File: src/rtl/z80_prefetch_biu.sv
// Bus interface unit for the Z80 core: owns the single memory port, prefetches
// opcode bytes into a small queue and serves one data read/write at a time.
module z80_prefetch_biu #(
    parameter int              AW       = 16,
    parameter int              DEPTH    = 4,
    parameter int              MEM_LAT  = 1,
    parameter logic [AW-1:0]   RESET_PC = '0
) (
    input  logic          CLOCK,
    input  logic          RESET,
    output logic [AW-1:0] A,
    input  logic [7:0]    DI,
    output logic [7:0]    DO,
    output logic          W,
    input  logic          JUMP,
    input  logic [AW-1:0] JUMP_PC,
    output logic          OP_VALID,
    output logic [7:0]    OP_DATA,
    output logic [AW-1:0] OP_PC,
    input  logic          OP_POP,
    input  logic          D_REQ,
    input  logic          D_WE,
    input  logic [AW-1:0] D_ADDR,
    input  logic [7:0]    D_WDATA,
    output logic          D_BUSY,
    output logic          D_ACK,
    output logic [7:0]    D_RDATA
);

    localparam int PW = $clog2(DEPTH);
    localparam int CW = PW + 1;

    logic [AW-1:0] a_q;
    logic [7:0]    do_q;
    logic          w_q;
    logic [AW-1:0] fetch_pc_q;
    logic [AW-1:0] fetch_src;

    // Issue register: describes the access currently presented on A.
    logic          iss_v_q;
    logic          iss_f_q;
    logic          iss_we_q;
    logic [AW-1:0] iss_pc_q;

    logic [MEM_LAT-1:0]         pipe_v_q;
    logic [MEM_LAT-1:0]         pipe_f_q;
    logic [MEM_LAT-1:0][AW-1:0] pipe_pc_q;
    logic [MEM_LAT-1:0]         pipe_v_d;
    logic [MEM_LAT-1:0]         pipe_f_d;
    logic [MEM_LAT-1:0][AW-1:0] pipe_pc_d;

    logic [7:0]    q_data_mem [DEPTH];
    logic [AW-1:0] q_pc_mem   [DEPTH];
    logic [PW-1:0] head_q;
    logic [PW-1:0] tail_q;
    logic [CW-1:0] count_q;

    logic          d_busy_q;
    logic          d_ack_q;
    logic [7:0]    d_rdata_q;

    logic          accept;
    logic          credit;
    logic          push;
    logic          pop;
    logic          tail_fetch;
    logic          tail_read;
    int            inflight;

    // A jump kills every fetch still travelling through the pipe; data reads survive.
    genvar gi;
    generate
        for (gi = 0; gi < MEM_LAT; gi++) begin : g_pipe
            if (gi == 0) begin : g_first
                assign pipe_v_d[gi]  = iss_v_q && !iss_we_q && !(JUMP && iss_f_q);
                assign pipe_f_d[gi]  = iss_f_q;
                assign pipe_pc_d[gi] = iss_pc_q;
            end else begin : g_next
                assign pipe_v_d[gi]  = pipe_v_q[gi-1] && !(JUMP && pipe_f_q[gi-1]);
                assign pipe_f_d[gi]  = pipe_f_q[gi-1];
                assign pipe_pc_d[gi] = pipe_pc_q[gi-1];
            end
        end
    endgenerate

    always_comb begin
        inflight = 0;
        if (iss_v_q && iss_f_q) begin
            inflight = 1;
        end
        for (int i = 0; i < MEM_LAT; i++) begin
            if (pipe_v_q[i] && pipe_f_q[i]) begin
                inflight = inflight + 1;
            end
        end
    end

    assign tail_fetch = pipe_v_q[MEM_LAT-1] && pipe_f_q[MEM_LAT-1];
    assign tail_read  = pipe_v_q[MEM_LAT-1] && !pipe_f_q[MEM_LAT-1];
    assign accept     = D_REQ && !d_busy_q;
    assign push       = tail_fetch && !JUMP;
    assign pop        = OP_POP && (count_q != '0) && !JUMP;
    assign fetch_src  = JUMP ? JUMP_PC : fetch_pc_q;
    // Queued plus in-flight fetches never exceed DEPTH, so a push always has room.
    assign credit     = JUMP || ((int'(count_q) + inflight) < DEPTH);

    always_ff @(posedge CLOCK) begin
        if (RESET) begin
            a_q        <= RESET_PC;
            do_q       <= '0;
            w_q        <= 1'b0;
            fetch_pc_q <= RESET_PC;
            iss_v_q    <= 1'b0;
            iss_f_q    <= 1'b0;
            iss_we_q   <= 1'b0;
            iss_pc_q   <= '0;
        end else begin
            w_q      <= 1'b0;
            iss_v_q  <= 1'b0;
            iss_f_q  <= 1'b0;
            iss_we_q <= 1'b0;
            if (accept) begin
                a_q      <= D_ADDR;
                w_q      <= D_WE;
                iss_v_q  <= 1'b1;
                iss_we_q <= D_WE;
                iss_pc_q <= D_ADDR;
                if (D_WE) begin
                    do_q <= D_WDATA;
                end
                if (JUMP) begin
                    fetch_pc_q <= JUMP_PC;
                end
            end else if (credit) begin
                a_q        <= fetch_src;
                iss_v_q    <= 1'b1;
                iss_f_q    <= 1'b1;
                iss_pc_q   <= fetch_src;
                fetch_pc_q <= fetch_src + AW'(1);
            end
        end
    end

    always_ff @(posedge CLOCK) begin
        if (RESET) begin
            pipe_v_q  <= '0;
            pipe_f_q  <= '0;
            pipe_pc_q <= '0;
        end else begin
            pipe_v_q  <= pipe_v_d;
            pipe_f_q  <= pipe_f_d;
            pipe_pc_q <= pipe_pc_d;
        end
    end

    always_ff @(posedge CLOCK) begin
        if (RESET) begin
            head_q  <= '0;
            tail_q  <= '0;
            count_q <= '0;
        end else if (JUMP) begin
            head_q  <= '0;
            tail_q  <= '0;
            count_q <= '0;
        end else begin
            if (push) begin
                tail_q <= tail_q + PW'(1);
            end
            if (pop) begin
                head_q <= head_q + PW'(1);
            end
            count_q <= count_q + CW'(push) - CW'(pop);
        end
    end

    always_ff @(posedge CLOCK) begin
        if (push) begin
            q_data_mem[tail_q] <= DI;
            q_pc_mem[tail_q]   <= pipe_pc_q[MEM_LAT-1];
        end
    end

    // Writes complete when the W cycle ends; reads when DI is sampled.
    always_ff @(posedge CLOCK) begin
        if (RESET) begin
            d_busy_q  <= 1'b0;
            d_ack_q   <= 1'b0;
            d_rdata_q <= '0;
        end else begin
            d_ack_q <= 1'b0;
            if (iss_v_q && iss_we_q) begin
                d_ack_q  <= 1'b1;
                d_busy_q <= 1'b0;
            end
            if (tail_read) begin
                d_rdata_q <= DI;
                d_ack_q   <= 1'b1;
                d_busy_q  <= 1'b0;
            end
            if (accept) begin
                d_busy_q <= 1'b1;
            end
        end
    end

    assign A        = a_q;
    assign DO       = do_q;
    assign W        = w_q;
    assign OP_VALID = (count_q != '0);
    assign OP_DATA  = q_data_mem[head_q];
    assign OP_PC    = q_pc_mem[head_q];
    assign D_BUSY   = d_busy_q;
    assign D_ACK    = d_ack_q;
    assign D_RDATA  = d_rdata_q;

endmodule

File: config.mk
export PLATFORM = sky130hd
export DESIGN_NAME = z80_prefetch_biu
export DESIGN_NICKNAME = d
export VERILOG_FILES = /design/src/rtl/z80_prefetch_biu.sv
export SDC_FILE = /design/constraint.sdc
export NUM_CORES = 1
export LEC_CHECK = 0
export BUFFER_PORTS_ARGS = -buffer_cell sky130_fd_sc_hd__buf_2
export CORE_UTILIZATION = 35
export CTS_CLUSTER_SIZE = 14
export DETAILED_ROUTE_END_ITERATION = 8
export GPL_ROUTABILITY_DRIVEN = 0
export MAX_ROUTING_LAYER = met4
export SLEW_MARGIN = 0
export SYNTH_ARGS = -nofsm -noshare
export SYNTH_HDL_FRONTEND = slang
export SYNTH_SLANG_ARGS = --single-unit
File: constraint.sdc
create_clock -name CLOCK -period 3.2 [get_ports CLOCK]
set_input_delay 0.32 -clock CLOCK [delete_from_list [all_inputs] [get_ports CLOCK]]
set_output_delay 0.32 -clock CLOCK [all_outputs]
set_load 0.05 [all_outputs]
==> run_results.csv <==
group,metric,value,unit
logic_synthesis,synth.avg_cell_area,13.32,µm²
worst_setup_path,cp-end-kind,"flip-flop",
worst_setup_path,cpMaxStageDelayCell,"a311oi_2",
sta,setup_ws,728.9,ps
cts,clockBufferDepth,2,
finish,final_common_cell,"buf_2",
die,die-width,143.6,µm
sta,finalCritPeriodShare,0.7722,
cts,cts.clk_slew.worst_paths,60,ps
sta,fmax,404.7,MHz
route,avgRoutedWirePerCell,16.61,µm
cts,holdBufCountCts,0,
logic_synthesis,synth_compound_area_frac,0.07452,
sta,skew,9.744,ps
logic_synthesis,yosysSeqAreaShare,0.6390,
die,num_rows,51,
cts,cts_sinks,176,
worst_setup_path,r2r_end,"iss_pc_q[12]",
worst_setup_path,r2r-start,"pipe_v_q",
cts,clkLatencyLatePin,420,ps
place,port_buffers,113,
place,place_area,7833,µm²
worst_setup_path,cp_top_family,"simple AND/OR/NAND/NOR gates",
worst_setup_path,cp.arrival,2750,ps
logic_synthesis,ys_seq_elements,176,
grt,gr-total-overflow,0,
worst_setup_path,reg2reg_slack,730,ps
logic_synthesis,async_flop_share,0,
finish,final_cell_mix,"buf_2 (113), edfxtp_1 (96), dfxtp_1 (80), nand2_1 (68), a21oi_1 (41)",
finish,fill_cells,1801,
logic_synthesis,synthXorXnorAreaFrac,0.02122,
finish,utilization,0.4303,
min_path,hold_end,"iss_pc_q[3]",
sta,period_needed,2471,ps
route,postRouteAntennaNets,0,
worst_setup_path,slowest_delay,350,ps
worst_setup_path,critPathMaxFanout,24,
cts,cts_tree,"done",
die,start_util,0.3582,
sta,hold_violations,0,
route,route.vias.total,4466,
status,outcome,"completed",
logic_synthesis,muxShareOfSynthArea,0.1020,
route,viasPerCell,4.865,
logic_synthesis,synth_warnings,0,
grt,grt_pass1_wl,24030,µm
sta,worstMarginPinSlew,701.2,ps
logic_synthesis,synth-simple-area-share,0.1125,
grt,antenna_found_initial,1,
cts,postCtsSetupBuffers,0,
grt,grt_pass1_vias,4458,
route,remaining_drc_errors,0,
place,dp_hpwl,10610,µm
logic_synthesis,synthFlopType,"edfxtp_1",
worst_setup_path,crit_buf_inv,2,
run,drv_cap,0,
die,ioPinCount,114,
worst_setup_path,critPathRequiredTime,3480,ps
die,core_region_area,19590,µm²
min_path,hold_start,"D_ADDR[3]",
logic_synthesis,syn-num-nets,591,
logic_synthesis,synth_top_family_by_area,"simple AND/OR/NAND/NOR gates",
cts,cts_buffers,17,
cts,cts-root-buf,"clkbuf_16",
worst_setup_path,crit_chain,"nand2_1 -> inv_1 -> ha_1 -> ha_1 -> a311oi_2 -> or2_1 -> buf_4 -> nand3_1 -> o211ai_1 -> a21oi_1",
route,first_pass_iters,4,
finish,fin_nets,703,
min_path,hold_depth,3,
logic_synthesis,netlist-cell-type-count,48,
worst_setup_path,ff2ff_path_depth,10,
finish,layout-drive-gt1-share,0.2914,
grt,track_usage,0.1601,
place,pre_cts_ws,766.8,ps
pwr,p_total,0.004941,W
worst_setup_path,criticalPathCategory,"flip-flop to flip-flop",
logic_synthesis,syn_area,7018,µm²
sta,setup_viol,0,
route,drt_iter0_drc,370,
worst_setup_path,cp-startpoint,"pipe_v_q",
die,dieArea,20620,µm²
finish,stdcell_area,8429,µm²
grt,grt_max_degree,37,
min_path,hold_class,"input port to flip-flop",
pwr,cellPowerDensity,586.1,nW/µm²
logic_synthesis,synthAdderAreaFrac,0.01890,
cts,postCtsResizedCells,0,
sta,rsz0062_at_grt,"false",
worst_setup_path,startpoint_type,"flip-flop",
worst_setup_path,critical_path.most_common_cell,"ha_1",
die,die_h,143.6,µm
logic_synthesis,synth_cells,527,
route,wirelength,15250,µm
sta,drv_slew,0,
sta,relSlewSlack,0.5325,
logic_synthesis,synth_edf_count,96,
sta,setup_tns,0,ps
cts,htree_levels,4,
pwr,leakage,3.200,nW
finish,area_growth,20.11,%
pwr,peakVddDrop,320.2,µV
==> how the worst max path moves through the flow <==
stage	end	slack [ps]	cells after the start
finish	iss_pc_q[12]	730	10
global route	iss_pc_q[12]	530	10
CTS	fetch_pc_q[10]	750	10
detailed placement	iss_pc_q[9]	770	10
global placement	fetch_pc_q[13]	810	10
floorplan	count_q[2]	680	9
==> final cells by class <==
class,count,area (µm²),share of cell area
clock buffer,19,432.9,0.05136
timing repair buffer,126,663.1,0.07867
multi-input combinational,307,2312,0.2743
inverter,11,41.29,0.004898
tap,265,331.6,0.03934
antenna,1,2.502,0.0002969
sequential,176,4484,0.5320
clock inverter,13,161.4,0.01915
==> synthesized netlist by cell type (12+ instances only) <==
library cell  number  area, µm²
clkbuf_1          16      60.06
nor2b_1           19      118.9
a21oi_1           41      205.2
nand3_1           15      75.07
mux4_2            24      540.5
xor2_1            12      105.1
dfxtp_1           80       1602
nor2_1            22      82.58
mux2i_1           13      130.1
nand2_1           68      255.2
edfxtp_1          96       2883
o211ai_1          13      97.59
==> cell families after synthesis <==
group	after synthesis
fa+ha+maj	10
xor+xnor	17
compound gates	78
simple gates	161
flops	176
buf+inv	44
mux	41
==> flip-flops by register name, summed over array words and instances, names as in the netlist, 2 cells and up, named ones only <==
signal and flops:
pipe_pc_q 16, tail_q 2, head_q 2, count_q 3, DO 8, D_RDATA 8, fetch_pc_q 16, q_pc_mem 64
q_data_mem 32, iss_pc_q 16
==> where the power goes <==
part	internal (W)	switching, W
clock	0.00123	0.000839
combinational	0.000123	0.000263
sequential	0.00244	0.0000501
==> metrics by stage <==
step	cells	hold slack, ps
final	918	138.5
after global routing	918	128.7
after CTS	917	122.5
after detailed placement	885	446.3
after global placement	885	440.5
after floorplan	527	418.9
==> worst register-to-register path: cells and delay by family, from the launching register on <==
family	cells	cell delay [ps]
buffers and inverters	2	380
DFF	1	320
and+or+nand+nor	3	580
adders and majority gates	2	480
AOI/OAI and AO/OA	3	560
==> metal layers <==
layer  part of all wire  GRT usage  vias to the layer above  wire length (µm)
li1                   -          -                     2153                 -
met1               0.46     0.2034                     2196              6974
met2               0.48     0.2489                       97              7378
met3              0.041    0.03399                       20               622
met4              0.018    0.06551                        0               277
met5                  0          -                        -                 0
Power figures use the tool's default switching activity.
